[config.mk]
export PLATFORM = sky130hd
export DESIGN_NAME = fifo_sync
export DESIGN_NICKNAME = d
export VERILOG_FILES = /design/src/rtl/fifo_pkg.sv /design/src/rtl/fifo_mem_dp.sv /design/src/rtl/fifo_sync.sv
export SDC_FILE = /design/constraint.sdc
export NUM_CORES = 1
export LEC_CHECK = 0
export ABC_AREA = 1
export CORE_MARGIN = 2
export CORE_UTILIZATION = 40
export CTS_CLUSTER_DIAMETER = 150
export DETAILED_ROUTE_END_ITERATION = 16
export PLACE_DENSITY = 0.57
export SETUP_SLACK_MARGIN = 0.3
export SYNTH_ARGS = -nofsm -noshare
export SYNTH_HDL_FRONTEND = slang
export SYNTH_HIERARCHICAL = 1
export SYNTH_SLANG_ARGS = --single-unit
[constraint.sdc]
create_clock -name clk -period 1.9 [get_ports clk]
set_input_delay 0.38 -clock clk [delete_from_list [all_inputs] [get_ports clk]]
set_output_delay 0.38 -clock clk [all_outputs]
set_load 0.02 [all_outputs]
[src/rtl/fifo_pkg.sv]
// Shared constants and width helpers for the synchronous FIFO.
// Mode values select standard registered read or first-word-fall-through.
package fifo_pkg;

   localparam int FIFO_MODE_STD  = 0;
   localparam int FIFO_MODE_FWFT = 1;

   function automatic int fifo_ptr_w(input int depth);
      return $clog2(depth);
   endfunction

   // One extra bit so that count can represent a completely full FIFO.
   function automatic int fifo_cnt_w(input int depth);
      return $clog2(depth) + 1;
   endfunction

   function automatic bit fifo_is_pow2(input int v);
      return (v > 0) && ((v & (v - 1)) == 0);
   endfunction

endpackage

[src/rtl/fifo_mem_dp.sv]
// Dual-port storage array for fifo_sync.
// Writes are synchronous; reads are combinational from the read address.
module fifo_mem_dp
   import fifo_pkg::*;
#(
   parameter int DATA_WIDTH = 8,
   parameter int DEPTH      = 16
) (
   input  logic                          clk,
   input  logic                          i_we,
   input  logic [fifo_ptr_w(DEPTH)-1:0]  i_waddr,
   input  logic [DATA_WIDTH-1:0]         i_wdata,
   input  logic [fifo_ptr_w(DEPTH)-1:0]  i_raddr,
   output logic [DATA_WIDTH-1:0]         o_rdata
);

   logic [DATA_WIDTH-1:0] r_mem [DEPTH];

   always_ff @(posedge clk) begin
      if (i_we) r_mem[i_waddr] <= i_wdata;
   end

   assign o_rdata = r_mem[i_raddr];

endmodule

[src/rtl/fifo_sync.sv]
// Single-clock FIFO with count-decoded status flags and sticky error flags.
// FWFT selects a registered read port or a show-ahead read port.
module fifo_sync
   import fifo_pkg::*;
#(
   parameter int DATA_WIDTH = 8,
   parameter int DEPTH      = 16,
   parameter int FWFT       = 0,
   parameter int AF_LEVEL   = DEPTH - 2,
   parameter int AE_LEVEL   = 2
) (
   input  logic                          clk,
   input  logic                          rst,
   input  logic                          wr_en,
   input  logic [DATA_WIDTH-1:0]         data_in,
   input  logic                          rd_en,
   input  logic                          err_clr,
   output logic [DATA_WIDTH-1:0]         data_out,
   output logic                          full,
   output logic                          empty,
   output logic                          almost_full,
   output logic                          almost_empty,
   output logic [fifo_cnt_w(DEPTH)-1:0]  count,
   output logic                          overflow,
   output logic                          underflow
);

   localparam int PW = fifo_ptr_w(DEPTH);
   localparam int CW = fifo_cnt_w(DEPTH);

   generate
      if (!fifo_is_pow2(DEPTH) || DEPTH < 4) begin : g_bad_depth
         $error("fifo_sync: DEPTH must be a power of two and at least 4");
      end
      if (DATA_WIDTH < 1) begin : g_bad_width
         $error("fifo_sync: DATA_WIDTH must be at least 1");
      end
      if (AF_LEVEL < 1 || AF_LEVEL > DEPTH - 1) begin : g_bad_af
         $error("fifo_sync: AF_LEVEL must lie in 1..DEPTH-1");
      end
      if (AE_LEVEL < 1 || AE_LEVEL > DEPTH - 1) begin : g_bad_ae
         $error("fifo_sync: AE_LEVEL must lie in 1..DEPTH-1");
      end
      if (FWFT != FIFO_MODE_STD && FWFT != FIFO_MODE_FWFT) begin : g_bad_mode
         $error("fifo_sync: FWFT must be 0 or 1");
      end
   endgenerate

   logic [PW-1:0]         r_wr_ptr;
   logic [PW-1:0]         r_rd_ptr;
   logic [CW-1:0]         r_count;
   logic                  r_ovf;
   logic                  r_udf;
   logic                  w_full;
   logic                  w_empty;
   logic                  w_rd_acc;
   logic                  w_wr_acc;
   logic [DATA_WIDTH-1:0] w_rdata;

   assign w_full   = (r_count == CW'(DEPTH));
   assign w_empty  = (r_count == '0);
   assign w_rd_acc = rd_en && !w_empty;
   // A read on the same edge frees the slot, so a full FIFO still takes the write.
   assign w_wr_acc = wr_en && (!w_full || w_rd_acc);

   fifo_mem_dp #(
      .DATA_WIDTH (DATA_WIDTH),
      .DEPTH      (DEPTH)
   ) u_mem (
      .clk     (clk),
      .i_we    (w_wr_acc),
      .i_waddr (r_wr_ptr),
      .i_wdata (data_in),
      .i_raddr (r_rd_ptr),
      .o_rdata (w_rdata)
   );

   always_ff @(posedge clk) begin
      if (rst) begin
         r_wr_ptr <= '0;
         r_rd_ptr <= '0;
         r_count  <= '0;
         r_ovf    <= 1'b0;
         r_udf    <= 1'b0;
      end else begin
         if (w_wr_acc) r_wr_ptr <= r_wr_ptr + PW'(1);
         if (w_rd_acc) r_rd_ptr <= r_rd_ptr + PW'(1);
         case ({w_wr_acc, w_rd_acc})
            2'b10:   r_count <= r_count + CW'(1);
            2'b01:   r_count <= r_count - CW'(1);
            default: r_count <= r_count;
         endcase
         // A fresh error outranks a clear on the same edge.
         if (wr_en && !w_wr_acc) r_ovf <= 1'b1;
         else if (err_clr)       r_ovf <= 1'b0;
         if (rd_en && !w_rd_acc) r_udf <= 1'b1;
         else if (err_clr)       r_udf <= 1'b0;
      end
   end

   generate
      if (FWFT == FIFO_MODE_FWFT) begin : g_fwft
         assign data_out = w_rdata;
      end else begin : g_std
         logic [DATA_WIDTH-1:0] r_dout;
         always_ff @(posedge clk) begin
            if (rst)           r_dout <= '0;
            else if (w_rd_acc) r_dout <= w_rdata;
         end
         assign data_out = r_dout;
      end
   endgenerate

   assign full         = w_full;
   assign empty        = w_empty;
   assign almost_full  = (r_count >= CW'(AF_LEVEL));
   assign almost_empty = (r_count <= CW'(AE_LEVEL));
   assign count        = r_count;
   assign overflow     = r_ovf;
   assign underflow    = r_udf;

endmodule
==> results of run 1 <==
-- flip-flops by register name (all words and copies together), names as in the netlist --
| name | count |
|---|---|
| u_mem/r_mem | 128 |
| r_rd_ptr | 4 |
| r_wr_ptr | 4 |
| underflow | 1 |
| count | 5 |
| overflow | 1 |
| data_out | 8 |
-- through the flow --
step	utilization [%]	hold WS, ps	cells	setup WS, ps	total power, mW
after global routing	51.3	484	1014	-78.9	11.6
after CTS	50.3	465	1008	74.9	10.7
after detailed placement	45.9	459	964	-357	7.40
after floorplan	-	474	702	-16.9	6.39
final	51.3	463	1014	15.7	11.0
after global placement	45.9	453	964	-327	7.38
-- Yosys cell counts, drive strengths merged --
| master | count |
|---|---|
| edfxtp | 128 |
| ha | 6 |
| nand3b | 2 |
| dfxtp | 23 |
| o31ai | 1 |
| nand2 | 199 |
| xor2 | 3 |
| xnor2 | 3 |
| buf | 29 |
| o21ai | 16 |
| fa | 1 |
| nor2 | 44 |
| a21oi | 14 |
| nand3 | 106 |
| nand4 | 2 |
| inv | 125 |
-- worst max-delay path by stage --
stage / end / slack [ps]
floorplan: count[4] / -20
global placement: u_mem/r_mem[6][1] / -330
detailed placement: u_mem/r_mem[6][5] / -360
CTS: count[3] / 70
global route: count[3] / -80
finish: empty / 20
-- per-layer routing --
metal / up-vias / share of wire (%) / wire length, um / global-route usage, %
met2: 143 / 50 / 8430 / 32.8
met4: 0 / 2.2 / 381 / 6.66
met5: - / 0 / 0 / 0
met3: 26 / 5.0 / 845 / 4.50
li1: 2415 / - / - / -
met1: 2398 / 43 / 7350 / 23.7
-- worst reg2reg max path, stage by stage (launching register included) --
cell and delay (ps):
dfxtp_4 360, nor2_4 180, nand3_4 110, nand2_4 90, inv_4 40, ha_4 170, buf_4 140, ha_4 230
a21oi_2 110, nand2_1 70, nand2_1 60, nand2_1 40, o21ai_1 120, inv_1 50
-- logic make-up after synthesis --
family	count (synthesis)	synth area share (%)
xor gates and xnor gates	6	0.766
and+or+nand+nor	353	22.7
adders and majority gates	7	1.39
AOI/OAI and AO/OA	31	2.41
DFF	151	62.7
buffers and inverters	154	10.1
-- repair_timing --
action | in CTS | in global routing
buffers inserted | 12 | 3
endpoints found under the setup margin | 152 | 147
gates cloned | 0 | 3
hold buffers | 0 | 0
resized for setup | 69 | 22
pin swaps | 3 | 1
-- layout make-up --
class	instances	share of cell area, %
sequential	151	50.4
multi-input combinational	397	24.0
timing repair buffer	89	10.2
inverter	125	5.68
clock buffer	17	4.96
tap	220	3.21
clock inverter	15	1.62
-- report_power, final --
part,switching (mW),internal (mW)
Combinational,2.31,1.51
Sequential,0.179,3.82
Clock,1.38,1.83
Total,3.87,7.16
==> key figures, run 1 <==
Run status
  – Status: finished clean

Clock tree
  – CTS max path bufs: 2
  – CTS tree: done
  – Number of CTS-inserted buffers: 17
  – CTS root buf: clkbuf_16
  – Clk sink count: 151
  – Skew-Pair Late Insertion Delay: 430 ps
  – H-tree depth: 4
  – Worst-path clk slew: 70 ps

Global routing
  – GRT Total Usage: 19.1%
  – Initial antenna violation count: 0
  – Global-route wire length before repair: 25,800 um
  – Remaining global-route overflow: 0
  – Largest net degree at the start of global routing: 65
  – Vias in the first global route: 4,823

Setup path
  – Crit Reg-Reg Startpoint: count[2]
  – R2R setup slack: 40 ps
  – Top Family by Delay on Critical Path: buffers and inverters
  – Crit-path max FO: 4
  – Worst setup EP type: output pin
  – Reg2Reg Depth: 13
  – Slowest cell on crit path: dfxtp_4
  – Critical R2R Capture: count[3]
  – Critical path's largest stage delay: 360 ps
  – Worst setup path startpoint: count[2]
  – Worst setup SP type: flip-flop
  – Most used cell, CP: buf_4
  – CP Cell Sequence: nor2_4 > nand3_4 > buf_4 > buf_4 > inv_2 > buf_6
  – CP arrival: 1500 ps
  – Critical Path RT: 1520 ps
  – CP Depth: 6
  – CP Buf/Inv Count: 4
  – CP Class: flip-flop to output pin

Floorplanning
  – Effective utilization at floorplan: 41.1%
  – Die width: 135 um
  – Die H: 135 um
  – Die area: 18,200 um^2
  – Total core area: 16,700 um^2
  – Std cell rows: 47
  – Ports: 32

STA
  – Final Max Tran Viols: 0
  – Pin slew with the least headroom to its limit: 530 ps
  – Fin crit share: 99.2%
  – Headroom to the max-slew limit: 64.6%
  – Clk_skew: 10.9 ps
  – Crit path time final: 1880 ps
  – Setup TNS: 0 ps
  – Unrepaired setup endpoints after global routing: true
  – Final Hold Vio Count: 0
  – Max Freq: 0.531 GHz
  – # setup viols final: 0

Placement
  – RePlAce Congestion: 0.923
  – Placed Area: 7660 um^2
  – DPL Wire Length: 10,900 um
  – I/O Buffers: 31

Routing
  – Detailed-route vias per instance: 4.91
  – Wire per inst: 16.8 um
  – Antenna viol nets, final: 0
  – Via count: 4,982
  – 1st-iter DRT viols: 387
  – Total wire length: 17,000 um
  – Drt pass-1 iters: 5
  – DRC: 0

Yosys
  – Synth Register Bits: 151
  – Cells after Synth: 702
  – Netlist cell types: 31
  – Net Count, Synth: 722
  – Top cells by area, synth: edfxtp_1 56%, nand2_1 11%, nand3_1 7.7%
  – Synth Warn #: 6
  – Syn avg cell area: 9.78 um^2
  – Mapped cell area: 6860 um^2
  – Synth area leader: edfxtp_1
  – Register area share after synthesis: 62.7%
  – Top cell type's share of synthesized area: 56.0%

Pwr
  – Leakage power: 3.68 nW
  – Max IR drop VDD: 0.000764 V
  – PD cells: 1290 nW/um^2

Finish
  – Commonest non-fill, non-tap cell in the layout: nand2_1
  – Layout cell share with drive strength beyond 1: 20.3%
  – Final antenna diode count: 0
  – Post-route cell area: 8580 um^2
  – Fillers: 1,537
  – P&R area growth vs syn: 24.9%
  – Multi-input gate area: 2050 um^2
  – Most frequent cells in the layout: 193 x nand2_1, 128 x edfxtp_1, 116 x inv_1
  – Nets@finish: 801
  – Reg area: 4320 um^2

Worst hold path
  – Hold EP: overflow
  – Hold depth: 2
  – Hold_sp: overflow
  – Hold crit path type: flip-flop to flip-flop

Job
  – Max cap viols: 0
Note: power is estimated with default switching activity, not from simulation.
==> inputs of run 2 (changes only) <==
Settings changed: CORE_MARGIN 2 to default, CTS_CLUSTER_SIZE from default to 8, REMOVE_ABC_BUFFERS from default to 1.
==> run 2 against run 1 <==
Effect of this change:
- clock skew is 6.0 ps lower
- sequential power about the same
- global-route usage rose by 0.13 points
- setup slack got worse by 6.2 ps
- hold slack gained 2.2 ps
- register-to-register slack worse by 30 ps
- clock power up 9.0%
- first-iteration DRC count is 4.1% lower
- core utilization grew 1.5 points
- non-clock buffer count rose by 14
- flip-flop and latch count unchanged
- critical endpoint is now u_mem/r_mem[9][5]
- combinational power increased by 2%
==> key figures, run 2 (synthesis gave the netlist of run 1 again) <==
Floorplanning
  – Std cell rows: 47
  – Total core area: 16,600 um^2
  – Effective utilization at floorplan: 41.2%
  – Die area: 17,700 um^2
  – Die width: 133 um
  – Ports: 32
  – Die H: 133 um

Clock tree
  – CTS root buf: clkbuf_16
  – Clk sink count: 151
  – Number of CTS-inserted buffers: 17
  – Skew-Pair Late Insertion Delay: 430 ps
  – Worst-path clk slew: 60 ps
  – CTS max path bufs: 2
  – H-tree depth: 4
  – CTS tree: done

Worst hold path
  – Hold_sp: overflow
  – Hold EP: overflow
  – Hold crit path type: flip-flop to flip-flop
  – Hold depth: 2

Routing
  – Antenna viol nets, final: 0
  – Total wire length: 16,400 um
  – Drt pass-1 iters: 5
  – Detailed-route vias per instance: 4.84
  – DRC: 0
  – Wire per inst: 16.0 um
  – Via count: 4,980
  – 1st-iter DRT viols: 371

Setup path
  – Top Family by Delay on Critical Path: simple AND/OR/NAND/NOR gates
  – Most used cell, CP: buf_6
  – Critical Path RT: 2030 ps
  – Critical path's largest stage delay: 350 ps
  – CP Buf/Inv Count: 5
  – CP Cell Sequence: nor2_4 > nand4_4 > nand2_4 > buf_4 > buf_6 > buf_6 > inv_8 > nand3b_1 > nor2_1 > buf_6
  – CP arrival: 2020 ps
  – Slowest cell on crit path: dfxtp_2
  – Reg2Reg Depth: 10
  – Worst setup SP type: flip-flop
  – CP Class: flip-flop to flip-flop
  – Critical R2R Capture: u_mem/r_mem[9][5]
  – R2R setup slack: 9 ps
  – Crit Reg-Reg Startpoint: count[0]
  – Worst setup EP type: flip-flop
  – Crit-path max FO: 8

Finish
  – P&R area growth vs syn: 28.0%
  – Layout cell share with drive strength beyond 1: 21.4%
  – Commonest non-fill, non-tap cell in the layout: nand2_1
  – Post-layout util: 52.8%
  – Nets@finish: 815
  – Most frequent cells in the layout: 193 x nand2_1, 128 x edfxtp_1, 115 x inv_1
  – Largest register FFs: 128
  – Final antenna diode count: 0
  – Biggest register: u_mem/r_mem

STA
  – Final Hold Vio Count: 0
  – Max Freq: 0.529 GHz
  – Setup ws final: 9.49 ps
  – Crit path time final: 1890 ps
  – Pin slew with the least headroom to its limit: 583 ps
  – Unrepaired setup endpoints after global routing: true
  – # setup viols final: 0
  – Headroom to the max-slew limit: 61.0%
  – Final Max Tran Viols: 0
  – Clk_skew: 4.94 ps
  – Setup TNS: 0 ps
  – Fin crit share: 99.5%

Pwr
  – Max IR drop VDD: 0.000788 V
  – Leakage power: 3.76 nW
  – Total Power: 11.4 mW
  – PD cells: 1290 nW/um^2

Placement
  – RePlAce Congestion: 0.803
  – DPL Wire Length: 10,300 um
  – I/O Buffers: 31
  – Pre-CTS setup slack: -536 ps

Run status
  – Status: finished clean

Global routing
  – Global-route wire length before repair: 25,500 um
  – Remaining global-route overflow: 0
  – Vias in the first global route: 4,728
  – Largest net degree at the start of global routing: 46
  – Initial antenna violation count: 0
  – GRT Total Usage: 19.2%

Job
  – Max cap viols: 0
==> run 2: changes by cell type in the layout (fill, tap and decap cells not counted), moves of 4 or more <==
| cell | previous run | this run |
|---|---|---|
| buf_6 | 16 | 27 |
| nand3_1 | 99 | 103 |
| inv_6 | 8 | 2 |
| nand3_2 | 5 | 1 |
==> run 2: layer usage <==
layer,vias to the layer above,GRT usage [%],part of all wire (%)
li1,2451,-,-
met1,2397,25.3,45
met2,117,31.4,49
met3,15,4.29,4.1
met4,0,6.51,1.5
met5,-,0,0
==> run 2: layout make-up <==
cell class              count  area [um^2]
well taps                 220          275
flip-flops and latches    151         4310
inverters                 125          484
clock inverters            13          179
fillers                  1443         7850
multi-input cells         397         2060
repair buffers            103         1050
clock buffers              19          433
==> run 2: tightest hold or removal path, stage by stage (launching register included) <==
cell	delay [ps]
dfxtp_1	300
nand2_1	60
a21oi_1	60
==> run 2: how the worst max path moves through the flow <==
stage	endpoint	start	slack, ps	cells past startpoint
after floorplan	data_out[2]	r_rd_ptr[0]	-920	9
after global placement	count[4]	rd_en	-430	14
after detailed placement	count[4]	rd_en	-540	14
after CTS	count[4]	count[1]	8	13
after global routing	u_mem/r_mem[9][4]	count[1]	-100	10
final	u_mem/r_mem[9][5]	count[0]	9	10
==> run 2: report_power, final <==
part | total [mW] | internal [mW] | switching [mW]
Sequential | 3.97 | 3.81 | 0.166
Combinational | 3.91 | 1.58 | 2.33
Clock | 3.50 | 2.19 | 1.31
Total | 11.4 | 7.57 | 3.81
==> run 2: metrics by stage <==
| stage | instances | area [um^2] | hold slack [ps] |
|---|---|---|---|
| after floorplan | 673 | 6650 | 442 |
| after global placement | 983 | 7720 | 452 |
| after detailed placement | 983 | 7720 | 463 |
| after CTS | 1021 | 8520 | 471 |
| after global routing | 1028 | 8790 | 482 |
| final | 1028 | 8790 | 465 |
==> run 2: repair_timing <==
action                                  4_1_cts  5_1_grt
hold buffers                                  0        0
endpoints found under the setup margin      154      142
cloned                                        0        3
pin swaps                                    10       13
setup buffers                                 6        4
resized for setup                            98       44
hold endpoints to repair                      0        0
==> inputs of run 3 (changes only) <==
--- a/config.mk
+++ b/config.mk
@@ -6,5 +6,5 @@
 export NUM_CORES = 1
 export LEC_CHECK = 0
-export ABC_AREA = 1
+export CORE_ASPECT_RATIO = 1.1
 export CORE_UTILIZATION = 40
 export CTS_CLUSTER_DIAMETER = 150
==> constraint.sdc (replaced) <==
create_clock -name clk -period 1.9 [get_ports clk]
set_input_delay 0.38 -clock clk [delete_from_list [all_inputs] [get_ports clk]]
set_output_delay 0.38 -clock clk [all_outputs]
set_load 0.01 [all_outputs]
==> run 3 against run 2 <==
Effect of this change:
- the flow now finishes with violations (setup timing)
- sequential share of layout area increased by 4.2 points
- clock skew increased by 2.2 ps
- register-to-register slack lost 690 ps
- total power fell by 13%
- routed wire length shrank 18%
- clock power is 13% lower
- hold slack gained 23 ps
- critical endpoint is now count[4]
==> key figures, run 3 <==
Run status
  – Status: complete, but fails checks
  – Failing checks: setup timing

Yosys
  – Ys async rst share: 0%
  – Top cell type's share of synthesized area: 62.9%
  – Synth Register Bits: 151
  – Synth area leader: edfxtp_1
  – Synth cell count leaders: 128 x edfxtp_1, 39 x nor2_1, 23 x dfxtp_1
  – Mapped cell area: 6110 um^2
  – Cells after Synth: 343
  – Cell with the most instances after synthesis: edfxtp_1
  – Register area share after synthesis: 70.4%
  – Post-synth EDFFs: 128
  – Syn avg cell area: 17.8 um^2
  – Most common flop cell mapped by yosys: edfxtp_1
  – Netlist cell types: 40
  – Synth Warn #: 6
  – Top cells by area, synth: edfxtp_1 63%, dfxtp_1 7.5%, mux4_2 6.6%

Setup path
  – R2R setup slack: -680 ps
  – Crit-path max FO: 4
  – Reg2Reg Depth: 9
  – Critical Path RT: 2200 ps
  – Critical R2R Capture: count[4]
  – CP Buf/Inv Count: 1
  – Slowest cell on crit path: or4_4
  – Crit Reg-Reg Startpoint: count[1]
  – Worst setup SP type: flip-flop
  – CP Cell Sequence: or4_4 > o31ai_4 > ha_4 > inv_2 > fa_2 > nor2b_4 > o22ai_2 > mux2i_1 > mux2_2
  – Top Family by Delay on Critical Path: simple AND/OR/NAND/NOR gates
  – Worst setup EP type: flip-flop
  – Critical path's largest stage delay: 540 ps
  – CP Class: flip-flop to flip-flop
  – CP arrival: 2880 ps

Global routing
  – Initial antenna violation count: 0
  – Largest net degree at the start of global routing: 36
  – Global-route wire length before repair: 20,100 um
  – GRT Total Usage: 17.7%
  – Remaining global-route overflow: 0
  – Vias in the first global route: 3,429

Finish
  – Biggest register: u_mem/r_mem
  – Largest register FFs: 128
  – Multi-input gate area: 1910 um^2
  – P&R area growth vs syn: 32.2%
  – Commonest non-fill, non-tap cell in the layout: edfxtp_1
  – Final antenna diode count: 0
  – Layout cell share with drive strength beyond 1: 39.8%
  – Post-layout util: 53.9%
  – Most frequent cells in the layout: 128 x edfxtp_1, 28 x nor2_1, 28 x mux4_2
  – Post-route cell area: 8090 um^2
  – Reg area: 4310 um^2
  – Nets@finish: 464
  – Fillers: 1,185

Floorplanning
  – Ports: 32
  – Die area: 15,800 um^2
  – Std cell rows: 47
  – Die H: 132 um
  – Effective utilization at floorplan: 40.8%
  – Total core area: 15,000 um^2
  – Die width: 120 um

STA
  – Fin crit share: 136%
  – Final Hold Vio Count: 0
  – Pin slew with the least headroom to its limit: 587 ps
  – Crit path time final: 2580 ps
  – # setup viols final: 135
  – Final Max Tran Viols: 0
  – Headroom to the max-slew limit: 60.7%
  – Hold slack: 488 ps
  – Setup ws final: -678 ps
  – Clk_skew: 7.15 ps
  – Unrepaired setup endpoints after global routing: true
  – Max Freq: 0.388 GHz

Routing
  – DRC: 0
  – 1st-iter DRT viols: 303
  – Drt pass-1 iters: 4
  – Antenna viol nets, final: 0
  – Via count: 3,468
  – Wire per inst: 20.7 um
  – Detailed-route vias per instance: 5.31
  – Total wire length: 13,500 um

Placement
  – Placed Area: 6990 um^2
  – RePlAce Congestion: 0.743
  – I/O Buffers: 31
  – DPL Wire Length: 8090 um

Pwr
  – Max IR drop VDD: 0.000696 V
  – Int Power: 7.20 mW
  – Total Power: 9.85 mW
  – Sw Pwr: 2.65 mW
  – Clock power share: 30.9%
  – Switching Share: 26.9%
  – PD cells: 1220 nW/um^2
  – Register share of total power: 39.4%
  – Comb pwr share: 29.7%
  – Leakage power: 2.86 nW

Clock tree
  – CTS tree: done
  – Post-CTS Hold Fix Bufs: 0
  – CTS max path bufs: 2
  – Skew-Pair Late Insertion Delay: 420 ps
  – Number of CTS-inserted buffers: 17
  – Clk sink count: 151
  – Worst-path clk slew: 60 ps
  – CTS root buf: clkbuf_16
  – H-tree depth: 4

Worst hold path
  – Hold depth: 2
  – Hold crit path type: flip-flop to flip-flop
  – Hold_sp: data_out[3]
  – Hold EP: data_out[3]

Job
  – Max cap viols: 0
[run 3: routing by layer]
| layer | wire (um) | share of wire (%) | vias up | track usage [%] |
|---|---|---|---|---|
| li1 | - | - | 1572 | - |
| met1 | 5960 | 44 | 1796 | 23.4 |
| met2 | 6860 | 51 | 83 | 28.6 |
| met3 | 451 | 3.3 | 17 | 4.38 |
| met4 | 229 | 1.7 | 0 | 6.04 |
| met5 | 0 | 0 | - | 0 |
[run 3: kinds of logic (layout without fill, tap and decap cells)]
kind of cell	after synthesis	count (layout)	share of synthesized area, %
buffers and inverters	24	138	2.48
AO/OA/AOI/OAI	31	31	3.99
XOR/XNOR	5	5	0.716
AND/OR/NAND/NOR	81	81	6.24
multiplexers	44	44	14.6
flip-flops	151	151	70.4
adder cells (fa/ha/maj)	7	7	1.56
[run 3: worst max path at each step]
stage / startpoint / to / slack [ps] / cells after the start
detailed placement: rd_en / count[4] / -1000 / 9
global route: count[1] / count[4] / -760 / 9
CTS: count[1] / count[4] / -730 / 9
finish: count[1] / count[4] / -680 / 9
floorplan: count[2] / count[4] / -1070 / 9
global placement: rd_en / count[4] / -910 / 9
[run 3: final cells by class]
class | instances | share of cell area, %
clock buffers | 23 | 5.66
clock inverters | 9 | 0.990
inverters | 7 | 0.387
multi-input cells | 168 | 23.6
flip-flops and latches | 151 | 53.3
well taps | 196 | 3.03
repair buffers | 99 | 13.0
[run 3: through the flow]
stage | setup WS, ps | std cells | setup TNS [ps]
after floorplan | -1070 | 326 | -28670
after global placement | -911 | 606 | -52070
after detailed placement | -996 | 606 | -57260
after CTS | -727 | 647 | -34550
after global routing | -762 | 653 | -41140
final | -678 | 653 | -33360
[run 3: worst register-to-register path, delay by kind of cell, from the launching register on]
family / cells / cell delay, ps
mux: 2 / 510
compound gates: 2 / 340
buf+inv: 1 / 50
simple gates: 2 / 680
fa+ha+maj: 2 / 570
flops: 1 / 310
[run 3: timing repair]
action / 4_1_cts / 5_1_grt
pin swaps: 15 / 16
setup endpoints to repair: 161 / 151
endpoints found under the hold margin: 0 / 0
cloned: 2 / 1
buffers inserted: 7 / 5
resized for setup: 73 / 82
[run 3: power by group through the flow]
| stage | clock, mW | sequential (mW) | combinational, mW |
|---|---|---|---|
| final | 3.05 | 3.88 | 2.93 |
| after global routing | 3.22 | 3.90 | 3.16 |
| after CTS | 3.10 | 3.89 | 2.70 |
| after detailed placement | 0 | 3.93 | 2.39 |
| after global placement | 0 | 3.92 | 2.35 |
| after floorplan | 0 | 4.12 | 1.05 |
